--- config.mk ---
export PLATFORM = sky130hd
export DESIGN_NAME = ram_lsu_flat
export DESIGN_NICKNAME = d
export VERILOG_FILES = /design/src/rtl/ram_lsu_pkg.sv /design/src/rtl/ram_lsu_if.sv /design/src/rtl/ram_lsu_extend.sv /design/src/rtl/ram_lsu.sv /design/src/flat_wrapper.sv
export SDC_FILE = /design/constraint.sdc
export NUM_CORES = 1
export LEC_CHECK = 0
export CAP_MARGIN = 15
export CORE_MARGIN = 4
export CORE_UTILIZATION = 48
export CTS_BUF_LIST = sky130_fd_sc_hd__clkbuf_8
export CTS_CLUSTER_DIAMETER = 50
export DETAILED_ROUTE_END_ITERATION = 6
export PLACE_DENSITY = 0.87
export SKIP_LAST_GASP = 1
export SLEW_MARGIN = 20
export SYNTH_ARGS = -nofsm -noshare
export SYNTH_HDL_FRONTEND = slang
export SYNTH_SLANG_ARGS = --single-unit
--- constraint.sdc ---
create_clock -name clk -period 10 [get_ports clk]
set_input_delay 2 -clock clk [delete_from_list [all_inputs] [get_ports clk]]
set_output_delay 2 -clock clk [all_outputs]
set_load 0.05 [all_outputs]
--- src/rtl/ram_lsu_pkg.sv ---
// Shared load/store decode: funct3 codes, FSM states and size/mask helpers.
// Pure declarations, no logic or timing of its own.
package ram_lsu_pkg;

  localparam logic [2:0] F3_B  = 3'b000;
  localparam logic [2:0] F3_H  = 3'b001;
  localparam logic [2:0] F3_W  = 3'b010;
  localparam logic [2:0] F3_BU = 3'b100;
  localparam logic [2:0] F3_HU = 3'b101;

  typedef enum logic {
    IDLE  = 1'b0,
    SPLIT = 1'b1
  } lsu_state_t;

  // Byte count from funct3[1:0]; the illegal code 11 is flagged elsewhere.
  function automatic logic [2:0] f3_size(input logic [1:0] sz);
    case (sz)
      2'b00:   return 3'd1;
      2'b01:   return 3'd2;
      default: return 3'd4;
    endcase
  endfunction

  function automatic logic [3:0] size_mask(input logic [2:0] nbytes);
    return 4'((5'd1 << nbytes) - 5'd1);
  endfunction

endpackage

--- src/rtl/ram_lsu_if.sv ---
// CPU request/response and RAM port bundle of the load/store unit.
// slave = the LSU itself, master = CPU pipeline plus RAM as seen from outside.
interface ram_lsu_if #(
  parameter int SCALE = 10
);
  logic              req_valid;
  logic              req_ready;
  logic              req_store;
  logic [2:0]        req_funct3;
  logic [31:0]       req_addr;
  logic [31:0]       req_wdata;
  logic              resp_valid;
  logic              resp_err;
  logic [31:0]       resp_rdata;
  logic              mem_oe;
  logic [SCALE-1:0]  mem_addr;
  logic [31:0]       mem_wdata;
  logic [3:0]        mem_we;
  logic [31:0]       mem_rdata;

  modport slave (
    input  req_valid, req_store, req_funct3, req_addr, req_wdata, mem_rdata,
    output req_ready, resp_valid, resp_err, resp_rdata,
           mem_oe, mem_addr, mem_wdata, mem_we
  );

  modport master (
    output req_valid, req_store, req_funct3, req_addr, req_wdata, mem_rdata,
    input  req_ready, resp_valid, resp_err, resp_rdata,
           mem_oe, mem_addr, mem_wdata, mem_we
  );
endinterface

--- src/rtl/ram_lsu_extend.sv ---
// Sign/zero extension of right-aligned load data by funct3; combinational, no backpressure.
module lsu_extend
  import ram_lsu_pkg::*;
(
  input  logic [31:0] i_data,
  input  logic [2:0]  i_funct3,
  output logic [31:0] o_data
);

  always_comb begin
    o_data = i_data;
    case (i_funct3)
      F3_B:    o_data = {{24{i_data[7]}}, i_data[7:0]};
      F3_H:    o_data = {{16{i_data[15]}}, i_data[15:0]};
      F3_BU:   o_data = {24'h0, i_data[7:0]};
      F3_HU:   o_data = {16'h0, i_data[15:0]};
      default: o_data = i_data;
    endcase
  end

endmodule

--- src/rtl/ram_lsu.sv ---
// RV32 load/store initiator for one RAM port; word-crossing accesses become two RAM accesses.
// Response 1 cycle after the last access (1 aligned, 2 split); req_ready drops only in SPLIT.
module ram_lsu
  import ram_lsu_pkg::*;
#(
  parameter int SCALE = 10
) (
  input logic      clk,
  input logic      rst,
  ram_lsu_if.slave bus
);

  lsu_state_t       r_state, w_next;
  logic [2:0]       r_f3, r_k;
  logic             r_store;
  logic [31:0]      r_wdata, r_p1;
  logic [SCALE-1:0] r_next_addr;
  logic             r_resp_valid, r_resp_err, r_resp_load, r_resp_split;

  logic [1:0]       w_off;
  logic [2:0]       w_n, w_k;
  logic             w_illegal, w_oor, w_err, w_split, w_accept;
  logic             w_mem_oe;
  logic [SCALE-1:0] w_mem_addr;
  logic [3:0]       w_mem_we, w_p1_mask;
  logic [31:0]      w_mem_wdata, w_raw, w_ext;

  assign w_off     = bus.req_addr[1:0];
  assign w_n       = f3_size(bus.req_funct3[1:0]);
  assign w_k       = 3'd4 - {1'b0, w_off};
  assign w_illegal = bus.req_store ? (bus.req_funct3[2] || (bus.req_funct3[1:0] == 2'b11))
                                   : ((bus.req_funct3 == 3'b011) || (bus.req_funct3[2:1] == 2'b11));
  // The whole access is rejected even when only its second half leaves the RAM.
  assign w_oor     = (|bus.req_addr[31:SCALE]) ||
                     ((32'(bus.req_addr[SCALE-1:0]) + 32'(w_n) - 32'd1) >= (32'd1 << SCALE));
  assign w_err     = w_illegal || w_oor;
  assign w_split   = ({1'b0, w_off} + w_n) > 3'd4;
  assign w_accept  = bus.req_valid && (r_state == IDLE) && rst;

  always_comb begin
    w_next      = r_state;
    w_mem_oe    = 1'b0;
    w_mem_addr  = bus.req_addr[SCALE-1:0];
    w_mem_we    = 4'b0000;
    w_mem_wdata = bus.req_wdata;
    case (r_state)
      IDLE: begin
        if (w_accept && !w_err) begin
          w_mem_oe = 1'b1;
          w_mem_we = bus.req_store ? size_mask(w_split ? w_k : w_n) : 4'b0000;
          if (w_split) w_next = SPLIT;
        end
      end
      SPLIT: begin
        w_mem_oe    = 1'b1;
        w_mem_addr  = r_next_addr;
        w_mem_we    = r_store ? size_mask(f3_size(r_f3[1:0]) - r_k) : 4'b0000;
        w_mem_wdata = r_wdata >> {r_k, 3'b000};
        w_next      = IDLE;
      end
      default: w_next = IDLE;
    endcase
    if (!rst) begin
      w_mem_oe = 1'b0;
      w_mem_we = 4'b0000;
    end
  end

  always_ff @(posedge clk) begin
    if (!rst) begin
      r_state      <= IDLE;
      r_resp_valid <= 1'b0;
      r_resp_err   <= 1'b0;
      r_resp_load  <= 1'b0;
      r_resp_split <= 1'b0;
    end else begin
      r_state      <= w_next;
      r_resp_valid <= (w_accept && (w_err || !w_split)) || (r_state == SPLIT);
      r_resp_err   <= w_accept && w_err;
      r_resp_load  <= (w_accept && !w_err && !w_split && !bus.req_store) ||
                      ((r_state == SPLIT) && !r_store);
      r_resp_split <= (r_state == SPLIT);
    end
  end

  always_ff @(posedge clk) begin
    if (w_accept) r_f3 <= bus.req_funct3;
    if (w_accept && w_split && !w_err) begin
      r_store     <= bus.req_store;
      r_wdata     <= bus.req_wdata;
      r_next_addr <= (bus.req_addr[SCALE-1:0] | SCALE'(3)) + SCALE'(1);
      r_k         <= w_k;
    end
    if (r_state == SPLIT) r_p1 <= bus.mem_rdata;
  end

  // Part-2 bytes sit above the k part-1 bytes captured during SPLIT.
  assign w_p1_mask = size_mask(r_k);
  assign w_raw = r_resp_split
               ? ((bus.mem_rdata << {r_k, 3'b000}) |
                  (r_p1 & {{8{w_p1_mask[3]}}, {8{w_p1_mask[2]}}, {8{w_p1_mask[1]}}, {8{w_p1_mask[0]}}}))
               : bus.mem_rdata;

  lsu_extend u_extend (
    .i_data   (w_raw),
    .i_funct3 (r_f3),
    .o_data   (w_ext)
  );

  assign bus.req_ready  = (r_state == IDLE);
  assign bus.resp_valid = r_resp_valid;
  assign bus.resp_err   = r_resp_err;
  assign bus.resp_rdata = r_resp_load ? w_ext : 32'h0;
  assign bus.mem_oe     = w_mem_oe;
  assign bus.mem_addr   = w_mem_addr;
  assign bus.mem_we     = w_mem_we;
  assign bus.mem_wdata  = w_mem_wdata;

endmodule

--- src/flat_wrapper.sv ---
// flat-port wrapper written by rule: the top's interface ports become plain ports
module ram_lsu_flat import ram_lsu_pkg::*;
#(
  parameter int SCALE = 10
)
  (clk, rst, bus_req_valid, bus_req_store, bus_req_funct3, bus_req_addr, bus_req_wdata, bus_mem_rdata, bus_req_ready, bus_resp_valid, bus_resp_err, bus_resp_rdata, bus_mem_oe, bus_mem_addr, bus_mem_wdata, bus_mem_we);
  ram_lsu_if #(.SCALE(SCALE)) bus_i ();
  input logic clk;
  input logic rst;
  input wire logic [$bits(bus_i.req_valid)-1:0] bus_req_valid;
  input wire logic [$bits(bus_i.req_store)-1:0] bus_req_store;
  input wire logic [$bits(bus_i.req_funct3)-1:0] bus_req_funct3;
  input wire logic [$bits(bus_i.req_addr)-1:0] bus_req_addr;
  input wire logic [$bits(bus_i.req_wdata)-1:0] bus_req_wdata;
  input wire logic [$bits(bus_i.mem_rdata)-1:0] bus_mem_rdata;
  output wire logic [$bits(bus_i.req_ready)-1:0] bus_req_ready;
  output wire logic [$bits(bus_i.resp_valid)-1:0] bus_resp_valid;
  output wire logic [$bits(bus_i.resp_err)-1:0] bus_resp_err;
  output wire logic [$bits(bus_i.resp_rdata)-1:0] bus_resp_rdata;
  output wire logic [$bits(bus_i.mem_oe)-1:0] bus_mem_oe;
  output wire logic [$bits(bus_i.mem_addr)-1:0] bus_mem_addr;
  output wire logic [$bits(bus_i.mem_wdata)-1:0] bus_mem_wdata;
  output wire logic [$bits(bus_i.mem_we)-1:0] bus_mem_we;
  assign bus_i.req_valid = bus_req_valid;
  assign bus_i.req_store = bus_req_store;
  assign bus_i.req_funct3 = bus_req_funct3;
  assign bus_i.req_addr = bus_req_addr;
  assign bus_i.req_wdata = bus_req_wdata;
  assign bus_i.mem_rdata = bus_mem_rdata;
  assign bus_req_ready = bus_i.req_ready;
  assign bus_resp_valid = bus_i.resp_valid;
  assign bus_resp_err = bus_i.resp_err;
  assign bus_resp_rdata = bus_i.resp_rdata;
  assign bus_mem_oe = bus_i.mem_oe;
  assign bus_mem_addr = bus_i.mem_addr;
  assign bus_mem_wdata = bus_i.mem_wdata;
  assign bus_mem_we = bus_i.mem_we;
  ram_lsu #(.SCALE(SCALE)) u_core (.clk(clk), .rst(rst), .bus(bus_i));
endmodule
==> impl_metrics.tcl, run 1 <==
set metrics [dict create \
    antenna_found_initial 0 \
    die-area_um2 13400 \
    fp.coreArea_um2 11400 \
    synth_edf_count 79 \
    synth_top_area_share_pct 42.6 \
    clkSlewWorstSetupHoldPaths_ns 0.08 \
    reg2regPathDepth 5 \
    die_width_um 116 \
    critPathMaxFanout 13 \
    rows 39 \
    power.clock.fraction_pct 33.2 \
    dp_hpwl_um 11900 \
    grt_pass1_vias 5140 \
    hold_viol_final 0 \
    via_per_inst 5.86 \
    final_antenna_net_count 0 \
    critPathKind "input port to primary output" \
    clock_sinks 84 \
    rsz0062_at_grt "false" \
    fin_crit_ns 9.26 \
    power_switching_uw 207 \
    rrSetupSlack_ns 7.40 \
    finalSetupTns_ns 0 \
    final_cell_mix "clkdlybuf4s50_1, nand2_1, edfxtp_1, o2bb2ai_1" \
    avgRoutedWirePerCell_um 18.7 \
    combPwrFrac_pct 19.1 \
    die_h_um 116 \
    finalClockSkew_ns 0.0122 \
    nets 842 \
    yosysWarnings 0 \
    crit_required_ns 8.00 \
    final_util_pct 67.3 \
    internal-power_uw 603 \
    root_buffer "clkbuf_8" \
    final_max_slew_viol_count 0 \
    h-tree-depth 3 \
    start_util_pct 48.9 \
    power_frac_seq_pct 47.6 \
    io_pins 185 \
    synth_top_area_cell "edfxtp_1" \
    arrival_ns 7.26 \
    antenna_cells 0 \
    synth_nets 689 \
    whs_ns 0.611 \
    start_kind "input port" \
    fin_area_um2 7650 \
    cts_resized 0 \
    drt_iter0_drc 504 \
    io_buffer_count 184 \
    holdBufCountCts 0 \
    relSlewSlack_pct 24.5 \
    max_freq_mhz 108 \
    max_cap_viol_count 0 \
    cts_max_path_buffers 2 \
    setup_violations 0 \
    dr.pass1.iters 6 \
    cts_tree "done" \
    post-route-period-util_pct 92.6 \
    synthDistinctLibCells 55 \
    drive_gt1_share_pct 6.01 \
    hp-class "flop to flop" \
    place.gp.congestion 0.868 \
    insertion_delay_ns 0.37 \
    swShare_pct 25.6 \
    final_common_cell "clkdlybuf4s50_1" \
    overflow 0 \
    wl_met3_um 1320 \
    top_layer_used "met4" \
    end_kind "primary output" \
    track_usage_pct 24.2 \
    remaining_drc_errors 0 \
    outcome "complete, no violations" \
    placed_cell_area_um2 7430 \
    synth_area_leaders "edfxtp_1, nand2_1, o2bb2ai_1" \
    yosysSeqAreaShare_pct 44.4 \
    ys_ff_latch 84 \
    p_leak_uw 0.00264 \
    synth_ff_type "edfxtp_1" \
    grt_max_degree 63 \
    hold_start "u_core.r_store" \
    rr_endpoint "u_core.r_next_addr[2]" \
    r2r_start "u_core.r_state" \
    area_growth_syn_to_layout_pct 37.5 \
    vias 5131 \
    power_density_nw_per_um2 106 \
    holdPathStages 2 \
    hold_end "u_core.r_resp_load" \
    grt_pass1_wl_um 25600 \
    async_flop_share_pct 0 \
    cts_setup_buffers 0 \
    avgSynthCellArea_um2 9.69 \
    m1WireLength_um 6980 \
    tightest_slew_ns 1.13 \
    met2_length_um 7620 \
    syn-cell-area_um2 5560 \
    peakVddDrop_uv 64.1 \
    cts_buffers 9 \
    routed_wl_um 16400 \
    syn_inst 574 \
]
through the flow:
step | setup WS [ns] | total power [uW] | std cells
global route | 0.548 | 839 | 875
floorplan | 1.52 | 470 | 574
global placement | 1.13 | 545 | 859
detailed placement | 0.820 | 548 | 859
finish | 0.744 | 811 | 875
CTS | 0.823 | 816 | 875
state kept, by name (all words and copies together) (netlist names):
register               cells
u_core.r_next_addr         8
u_core.r_state             1
u_core.r_resp_load         1
u_core.r_k                 3
u_core.r_wdata            32
u_core.r_p1               32
u_core.r_store             1
u_core.r_f3                3
u_core.r_resp_split        1
u_core.bus.resp_err        1
u_core.bus.resp_valid      1
critical path, stage by stage:
cell and delay [ns]:
clkdlybuf4s50_1 0.76, nor2_1 0.14, ha_1 0.24, fa_1 0.58, or3b_1 0.44, a21boi_1 0.15
o32ai_1 0.12, a2111oi_1 0.55, and2_1 0.22, ha_1 0.13, nor4b_1 0.25, nand4_1 0.13
nor2_1 0.30, nand3_1 0.16, o31ai_1 0.21, clkdlybuf4s50_1 0.84
per-layer routing:
layer / up-vias / global-route usage (%)
met5: - / 0
met1: 2391 / 30.9
met3: 36 / 5.22
met2: 232 / 39.9
met4: 0 / 10.6
li1: 2472 / -
final cells by class:
type | count | area [um^2]
clock inverter | 6 | 81.3
fill | 905 | 3720
sequential | 84 | 2470
inverter | 20 | 75.1
timing repair buffer | 188 | 1870
multi-input combinational | 424 | 2830
clock buffer | 10 | 138
tap | 143 | 179
logic make-up (layout without fill, tap and decap cells):
| family | after synthesis | after routing | share of synthesized area, % |
|---|---|---|---|
| mux | 39 | 39 | 7.35 |
| flops | 84 | 84 | 44.4 |
| simple gates | 191 | 191 | 16.6 |
| fa+ha+maj | 12 | 12 | 2.97 |
| xor+xnor | 15 | 15 | 2.36 |
| buf+inv | 66 | 224 | 4.75 |
| compound gates | 167 | 167 | 21.5 |
worst max path at each step:
stage                 startpoint             to  slack [ns]  depth (start not counted)
2_1_floorplan  bus_req_funct3[1]  u_core.r_k[0]        1.52                         15
6_report       bus_req_funct3[1]  bus_mem_we[2]        0.74                         16
5_1_grt        bus_req_funct3[1]  bus_mem_we[2]        0.55                         16
4_1_cts        bus_req_funct3[1]  bus_mem_we[2]        0.82                         16
3_5_place_dp   bus_req_funct3[1]  bus_mem_we[2]        0.82                         16
3_3_place_gp   bus_req_funct3[1]  bus_mem_we[0]        1.13                         16
cells in the mapped netlist (all sizes together), types with 7 or more instances:
cell type  count
a211oi         9
a21boi        16
a21oi         19
a22oi          8
a31oi         24
buf           17
clkbuf        29
edfxtp        79
ha            10
inv           18
mux2          15
mux2i         24
nand2         85
nand2b         9
nand3         19
nor2          20
nor2b         15
nor3           8
nor4           7
o211ai        16
o21ai         24
o2bb2ai       32
o311ai         7
xnor2         10
power groups by stage:
stage | clock network (uW) | registers (uW) | logic (uW)
after CTS | 275 | 386 | 155
after floorplan | 0 | 395 | 75.4
after global placement | 0 | 394 | 151
final | 269 | 386 | 155
after global routing | 288 | 386 | 164
after detailed placement | 0 | 394 | 154
(Power assumes the default switching activity.)
==> inputs of run 2 (changes only) <==
Settings changed: SLEW_MARGIN 20 to 25.
==> impl_metrics.tcl, run 2 (synthesized netlist as in run 1, its figures left out) <==
set metrics [dict create \
    outcome "complete, no violations" \
    rrSetupSlack_ns 7.50 \
    holdBufCountCts 0 \
    nets 842 \
    finalClockSkew_ns 0.0122 \
    peakVddDrop_uv 64.0 \
    finalSetupTns_ns 0 \
    drive_gt1_share_pct 6.28 \
    power_switching_uw 207 \
    critPathKind "input port to primary output" \
    cts_resized 0 \
    io_pins 185 \
    final_max_slew_viol_count 0 \
    finalNonFillerCells 875 \
    path_cells "clkdlybuf4s50_1 -> nor2_1 -> ha_1 -> fa_1 -> or3b_1 -> a21boi_1 -> o32ai_1 -> a2111oi_1 -> and2_1 -> ha_1 -> nor4b_1 -> nand4_1 -> nor2_1 -> nand3_1 -> o31ai_1 -> clkdlybuf4s50_1" \
    crit_required_ns 8.00 \
    clkSlewWorstSetupHoldPaths_ns 0.08 \
    swShare_pct 25.6 \
    critical_path.slowest_cell "clkdlybuf4s50_1" \
    track_usage_pct 24.2 \
    via_per_inst 5.85 \
    h-tree-depth 3 \
    endpoint "bus_mem_we[2]" \
    relSlewSlack_pct 36.4 \
    max_freq_mhz 108 \
    io_buffer_count 184 \
    grt_max_degree 63 \
    arrival_ns 7.25 \
    critPathMaxFanout 13 \
    end_kind "primary output" \
    routed_wl_um 16400 \
    grt_pass1_wl_um 25600 \
    overflow 0 \
    cts_setup_buffers 0 \
    drt_iter0_drc 504 \
    fin_crit_ns 9.25 \
    top_regs "u_core.r_p1 (32), u_core.r_wdata (32), u_core.r_next_addr (8)" \
    cp.depth 16 \
    power.clock.fraction_pct 33.2 \
    start_util_pct 48.9 \
    remaining_drc_errors 0 \
    reg2regPathDepth 5 \
    hold_start "u_core.r_store" \
    grt_pass1_vias 5140 \
    power_density_nw_per_um2 106 \
    die_width_um 116 \
    fp.coreArea_um2 11400 \
    vias 5122 \
    critPathBufInv 2 \
    start_kind "input port" \
    tightest_slew_ns 0.955 \
    cts_max_path_buffers 2 \
    final_common_cell "clkdlybuf4s50_1" \
    place.gp.congestion 0.868 \
    area_growth_syn_to_layout_pct 37.5 \
    rows 39 \
    dr.pass1.iters 6 \
    setup_violations 0 \
    avgRoutedWirePerCell_um 18.7 \
    final_cell_mix "clkdlybuf4s50_1, nand2_1, edfxtp_1, o2bb2ai_1" \
    slowest_delay_ns 0.84 \
    antenna_cells 0 \
    cts_tree "done" \
    antenna_found_initial 0 \
    max_cap_viol_count 0 \
    p_leak_uw 0.00264 \
    die_h_um 116 \
    critPathTopFamily "simple AND/OR/NAND/NOR gates" \
    die-area_um2 13400 \
    startpoint "bus_req_funct3[1]" \
    internal-power_uw 603 \
    clock_sinks 84 \
    post-route-period-util_pct 92.5 \
    hold_viol_final 0 \
    dpl.cell_count 859 \
    combPwrFrac_pct 19.1 \
    rr_endpoint "u_core.r_next_addr[2]" \
    final_antenna_net_count 0 \
    hp-class "flop to flop" \
    cts_buffers 9 \
    rsz0062_at_grt "false" \
    insertion_delay_ns 0.37 \
    dp_hpwl_um 11900 \
    r2r_start "u_core.r_state" \
    power_frac_seq_pct 47.6 \
    root_buffer "clkbuf_8" \
]
-- run 2: cell type report --
type                    instances  area, um^2
fillers                       906        3720
multi-input cells             424        2830
flip-flops and latches         84        2470
repair buffers                188        1870
well taps                     143         179
clock buffers                  10         138
clock inverters                 6        81.3
inverters                      20        75.1
-- run 2: worst min-delay path by stage --
| stage | endpoint | slack (ns) | cells past startpoint |
|---|---|---|---|
| 2_1_floorplan | u_core.r_resp_load | 0.55 | 2 |
| 3_3_place_gp | u_core.r_resp_load | 0.58 | 2 |
| 3_5_place_dp | u_core.r_resp_load | 0.60 | 2 |
| 6_report | u_core.r_resp_load | 0.61 | 2 |
| 5_1_grt | u_core.r_resp_load | 0.65 | 2 |
| 4_1_cts | u_core.r_resp_load | 0.61 | 2 |
-- run 2: metrics by stage --
step	hold slack [ns]	setup slack (ns)	utilization, %	cell area, um^2	power (uW)
floorplan	0.551	1.52	-	5560	470
global placement	0.583	1.13	65.4	7430	545
detailed placement	0.597	0.820	65.4	7430	548
CTS	0.605	0.823	67.3	7650	816
global route	0.650	0.548	67.3	7650	839
finish	0.611	0.752	67.3	7650	810
-- run 2: power groups by stage --
stage                     clock network (uW)  registers (uW)  logic [uW]
after global placement                     0             394         151
after floorplan                            0             395        75.4
after CTS                                275             386         155
after global routing                     288             386         164
after detailed placement                   0             394         154
final                                    269             386         155
-- run 2: metal layers --
metal  global-route usage (%)  wire [um]  up-vias
li1                         -          -     2471
met1                     30.9       6970     2390
met2                     39.9       7640      227
met4                     10.6        454        0
met5                        0          0        -
met3                     5.22       1300       34
-- run 2: worst reg2reg max path: cells and delay by family, from the launching register on --
family | cells | cell delay, ns
buf+inv | 2 | 0.95
simple gates | 3 | 0.84
flops | 1 | 0.33
==> inputs of run 3 (changes only) <==
Settings changed: RECOVER_POWER set to 50.
==> impl_metrics.tcl, run 3 (synthesized netlist as in run 1, its figures left out) <==
set metrics [dict create \
    start_kind "input port" \
    cts_max_path_buffers 2 \
    critical_path.slowest_cell "clkdlybuf4s50_1" \
    remaining_drc_errors 0 \
    r2r_start "u_core.r_state" \
    start_util_pct 48.9 \
    fin_area_um2 7650 \
    via_per_inst 5.88 \
    hold_end "u_core.r_resp_load" \
    grt_max_degree 63 \
    path_cells "dlygate4sd3_1 -> nor2_1 -> ha_1 -> fa_1 -> or3b_1 -> a21boi_1 -> o32ai_1 -> a2111oi_1 -> and2_1 -> ha_1 -> nor4b_1 -> nand4_1 -> nor2_1 -> nand3_1 -> o31ai_1 -> clkdlybuf4s50_1" \
    die-area_um2 13400 \
    cts_setup_buffers 0 \
    die_h_um 116 \
    reg2regPathDepth 4 \
    power_density_nw_per_um2 105 \
    placed_cell_area_um2 7430 \
    whs_ns 0.611 \
    max_freq_mhz 107 \
    setup_violations 0 \
    finalClockSkew_ns 0.0131 \
    cts_tree "done" \
    hold_start "u_core.r_store" \
    top_regs "u_core.r_p1 (32), u_core.r_wdata (32), u_core.r_next_addr (8)" \
    outcome "finished, violations left" \
    fin_crit_ns 9.32 \
    finalSetupTns_ns 0 \
    antenna_found_initial 0 \
    rows 39 \
    cts_resized 0 \
    final_antenna_net_count 0 \
    avgRoutedWirePerCell_um 18.7 \
    die_width_um 116 \
    rr_endpoint "u_core.r_resp_load" \
    slowest_delay_ns 0.85 \
    clkSlewWorstSetupHoldPaths_ns 0.08 \
    place.gp.congestion 0.868 \
    routed_wl_um 16400 \
    p_leak_uw 0.00266 \
    rrSetupSlack_ns 6.71 \
    dr.pass1.iters 5 \
    antenna_cells 0 \
    grt_pass1_wl_um 25600 \
    critPathKind "input port to primary output" \
    area_growth_syn_to_layout_pct 37.4 \
    overflow 0 \
    tightest_slew_ns 2.81 \
    drt_iter0_drc 504 \
    multi_input_area_um2 2830 \
    insertion_delay_ns 0.37 \
    hold_viol_final 0 \
    regArea_um2 2470 \
    critPathBufInv 2 \
    io_pins 185 \
    vias 5143 \
    clock_sinks 84 \
    relSlewSlack_pct -87.5 \
    cts_buffers 9 \
    arrival_ns 7.32 \
    nets 842 \
    final_cell_mix "clkdlybuf4s50_1, nand2_1, dlygate4sd3_1, edfxtp_1, o2bb2ai_1" \
    end_kind "primary output" \
    grt_pass1_vias 5140 \
    root_buffer "clkbuf_8" \
    track_usage_pct 24.2 \
    peakVddDrop_uv 64.0 \
    critPathTopFamily "buffers and inverters" \
    post-route-period-util_pct 93.2 \
    critPathMaxFanout 13 \
    holdPathStages 2 \
    crit_required_ns 8.00 \
    dp_hpwl_um 11900 \
    final_common_cell "clkdlybuf4s50_1" \
    drive_gt1_share_pct 6.01 \
    final_max_slew_viol_count 55 \
    rsz0062_at_grt "false" \
    io_buffer_count 184 \
    finalNonFillerCells 875 \
    dpl.cell_count 859 \
    hp-class "flop to flop" \
    fp.coreArea_um2 11400 \
    holdBufCountCts 0 \
    violations "capacitance limit, slew limit" \
    nFillCells 909 \
    h-tree-depth 3 \
    max_cap_viol_count 1 \
]
-- run 3: changes by cell type in the layout (fill, tap and decap cells not counted) --
cell / delta
buf_4: -1
dfxtp_2: -1
dfxtp_1: +1
and2_1: -1
dlygate4sd3_1: +79
clkbuf_1: +1
and2_0: +1
clkdlybuf4s50_1: -79
-- run 3: final cells by class --
| class | instances | share of cell area (%) |
|---|---|---|
| Clock inverter | 6 | 1.06 |
| Sequential cell | 84 | 32.4 |
| Tap cell | 143 | 2.34 |
| Multi-Input combinational cell | 424 | 37.0 |
| Inverter | 20 | 0.982 |
| Timing Repair Buffer | 188 | 24.4 |
| Clock buffer | 10 | 1.80 |
-- run 3: layer usage --
| layer | wire [um] | track usage (%) | share of wire (%) |
|---|---|---|---|
| met2 | 7700 | 39.9 | 47 |
| met1 | 6960 | 30.9 | 42 |
| met4 | 432 | 10.6 | 2.6 |
| met3 | 1300 | 5.22 | 7.9 |
| met5 | 0 | 0 | 0 |
-- run 3: worst min-delay path: cells and delay by family, from the launching register on --
kind	cells	cell delay [ns]
flip-flops	1	0.39
AND/OR/NAND/NOR	1	0.12
AO/OA/AOI/OAI	1	0.05
-- run 3: worst max-delay path by stage --
stage | start | to | slack (ns) | depth (start not counted)
2_1_floorplan | bus_req_funct3[1] | u_core.r_k[0] | 1.52 | 15
3_3_place_gp | bus_req_funct3[1] | bus_mem_we[0] | 1.13 | 16
3_5_place_dp | bus_req_funct3[1] | bus_mem_we[2] | 0.82 | 16
4_1_cts | bus_req_funct3[1] | bus_mem_we[2] | 0.82 | 16
5_1_grt | bus_req_funct3[1] | bus_mem_we[2] | 0.47 | 16
6_report | bus_req_funct3[1] | bus_mem_we[2] | 0.68 | 16
-- run 3: power breakdown --
part / switching, uW / internal, uW / leakage, uW
Clock: 124 / 146 / 0.000119
Sequential: 1.21 / 385 / 0.000753
Combinational: 82.3 / 66.4 / 0.00179
-- run 3: metrics by stage --
step,util (%),worst slack (ns),power (uW)
3_3_place_gp,65.4,1.13,545
2_1_floorplan,-,1.52,470
6_report,67.2,0.678,804
4_1_cts,67.3,0.823,816
5_1_grt,67.2,0.475,832
3_5_place_dp,65.4,0.820,548
==> RTL change: new RTL, config.mk and constraints of run 1 <==
`SCALE` is set to 10 in 3 places; all go to 9.
--- a/src/rtl/ram_lsu_if.sv
+++ b/src/rtl/ram_lsu_if.sv
@@ -3,3 +3,3 @@
 interface ram_lsu_if #(
-  parameter int SCALE = 10
+  parameter int SCALE = 9
 );
--- a/src/rtl/ram_lsu.sv
+++ b/src/rtl/ram_lsu.sv
@@ -5,3 +5,3 @@
 #(
-  parameter int SCALE = 10
+  parameter int SCALE = 9
 ) (
--- a/src/flat_wrapper.sv
+++ b/src/flat_wrapper.sv
@@ -3,3 +3,3 @@
 #(
-  parameter int SCALE = 10
+  parameter int SCALE = 9
 )
Ports: changed (resized bus_mem_addr); port bits go from 185 to 184. The function was not compared with the original's and may differ.
==> RTL change against run 1 <==
  * Sequential power shrank 1%
  * Sequential cell count shrank 1
  * Final cell count shrank 3.7%
  * Clock skew shrank 0.0051 ns
  * Combinational power shrank 3%
  * Power shrank 2.7%
  * Critical path type unchanged
  * First-iteration DRC count shrank 27%
  * Area after synthesis shrank 4.2%
  * Routed wire length shrank 0.14%
  * Design area shrank 2.5%
  * Setup slack gained 0.51 ns
==> RTL change: results (changes against run 1) <==
[global_route]
track_usage_pct = 24.8  ; was 24.2%
antenna_found_initial = 0  ; unchanged
grt_pass1_vias = 5047  ; was 5140
grt_pass1_wl_um = 25600  ; about the same
grt_max_degree = 55  ; was 63

[yosys]
ys.flop_type = edfxtp_1  ; unchanged
synth.distinct_cells = 54  ; was 55
synth_nets = 647  ; was 689
synth_area_leaders = edfxtp_1 44%, nand2_1 6.1%, mux2i_1 4.9%, a21oi_1 4.0%, o2bb2ai_1 3.8%  ; was edfxtp_1 43%, nand2_1 5.7%, o2bb2ai_1 5.0%, mux2i_1 4.3%, mux2_2 3.0%
synth_warnings = 0  ; unchanged
yosys-top-cells-count = 86 x nand2_1, 78 x edfxtp_1, 43 x a21oi_1  ; was 85 x nand2_1, 79 x edfxtp_1, 32 x o2bb2ai_1
ys_seq_area_share_pct = 45.8  ; was 44.4%
synth-async-reset-ratio_pct = 0  ; unchanged
synth-edff-count = 78  ; was 79

[power_and_ir_drop]
p_sw_uw = 202  ; was 207 µW
max-vdd-ir-drop_mv = 0.0656  ; was 0.0641 mV
power.leakage_uw = 0.00261  ; was 0.00264 µW

[setup_path]
arrival_ns = 6.75  ; was 7.26 ns
cp_max_fo = 9  ; was 13

[placed_design]
gp_congestion = 0.930  ; was 0.868
post-place-ws_ns = 1.30  ; was 0.820 ns
dp_hpwl_um = 11900  ; about the same
portBuffers = 183  ; was 184

[clock_tree]
clk_latency_ns = 0.35  ; was 0.37 ns
path_clk_slew_ns = 0.08  ; about the same
h-tree-depth = 3  ; unchanged
hold_buffers = 0  ; unchanged
cts_resized = 0  ; unchanged
cts_buffers = 9  ; unchanged
cts_setup_buffers = 0  ; unchanged
ctsRootBufferMaster = clkbuf_8  ; unchanged
clk_path_buf_depth = 2  ; unchanged

[timing]
fin_skew_ns = 0.00709  ; was 0.0122 ns
worstMarginPinSlew_ns = 1.02  ; was 1.13 ns

[worst_hold_path]
min_path_type = flop to flop  ; unchanged

[status]
status = finished clean  ; unchanged

[layout]
nFillCells = 870  ; was 905
reg.largest.list = u_core.r_p1: 32 flops, u_core.r_wdata: 32 flops, u_core.r_next_addr: 7 flops  ; was u_core.r_p1: 32 flops, u_core.r_wdata: 32 flops, u_core.r_next_addr: 8 flops
diodes = 0  ; unchanged
layout-drive-gt1-share_pct = 7.97  ; was 6.01%
nNetsFinal = 813  ; was 842

[routing]
dr.pass1.iters = 5  ; was 6
post_drt_via_cell_ratio = 5.89  ; was 5.86
wl_per_cell_um = 19.4  ; was 18.7 µm
drt_iter0_markers = 368  ; was 504

==> RTL change: power groups by stage <==
stage / sequential, µW / combinational [µW] / clock (µW)
floorplan: 390 / 71.9 / 0
global placement: 389 / 146 / 0
detailed placement: 389 / 149 / 0
CTS: 381 / 150 / 263
global route: 381 / 159 / 277
finish: 381 / 150 / 258
==> RTL change: per-stage QoR <==
stage | std cells | cell area, µm² | utilization, % | hold slack [ns]
floorplan | 532 | 5330 | - | 0.442
global placement | 827 | 7250 | 66.8 | 0.459
detailed placement | 827 | 7250 | 66.8 | 0.490
CTS | 843 | 7460 | 68.8 | 0.493
global route | 843 | 7460 | 68.8 | 0.541
finish | 843 | 7460 | 68.8 | 0.500
==> RTL change: critical path, stage by stage <==
cell and delay, ns:
clkdlybuf4s50_1 0.69, nor2_1 0.12, ha_1 0.23, fa_1 0.46, a21o_1 0.25, xnor2_1 0.13
a211oi_1 0.43, nor3_1 0.09, ha_1 0.29, nand3_1 0.05, or3_1 0.51, or2_2 0.34
o31ai_1 0.28, clkdlybuf4s50_1 0.86
==> RTL change: layout make-up <==
class | count | area share [%]
Tap cell | 140 | 2.35
Clock buffer | 12 | 2.21
Multi-Input combinational cell | 398 | 36.0
Inverter | 16 | 0.805
Timing Repair Buffer | 190 | 25.3
Sequential cell | 83 | 32.8
Clock inverter | 4 | 0.671
==> RTL change: worst paths after layout <==
kind	startpoint	end	slack, ns	depth (start not counted)
min reg2reg	u_core.r_store	u_core.r_resp_load	0.50	1
max reg2reg	u_core.r_state	u_core.r_next_addr[7]	7.56	4
min	u_core.r_store	u_core.r_resp_load	0.50	1
max	bus_req_funct3[1]	bus_mem_we[2]	1.25	14
==> RTL change: metal layers <==
layer / vias to the layer above / track usage (%) / part of all wire (%)
met1: 2366 / 31.4 / 40
li1: 2338 / - / -
met3: 32 / 4.14 / 6.6
met5: - / 0 / 0
met2: 229 / 43.5 / 51
met4: 0 / 7.93 / 1.8
==> RTL change: cell families after synthesis <==
family | after synthesis | share of synthesized area (%)
AO/OA/AOI/OAI | 165 | 21.9
XOR/XNOR | 12 | 2.23
adder cells (fa/ha/maj) | 12 | 3.10
buffers and inverters | 51 | 3.99
flip-flops | 83 | 45.8
multiplexers | 41 | 8.05
AND/OR/NAND/NOR | 168 | 14.9
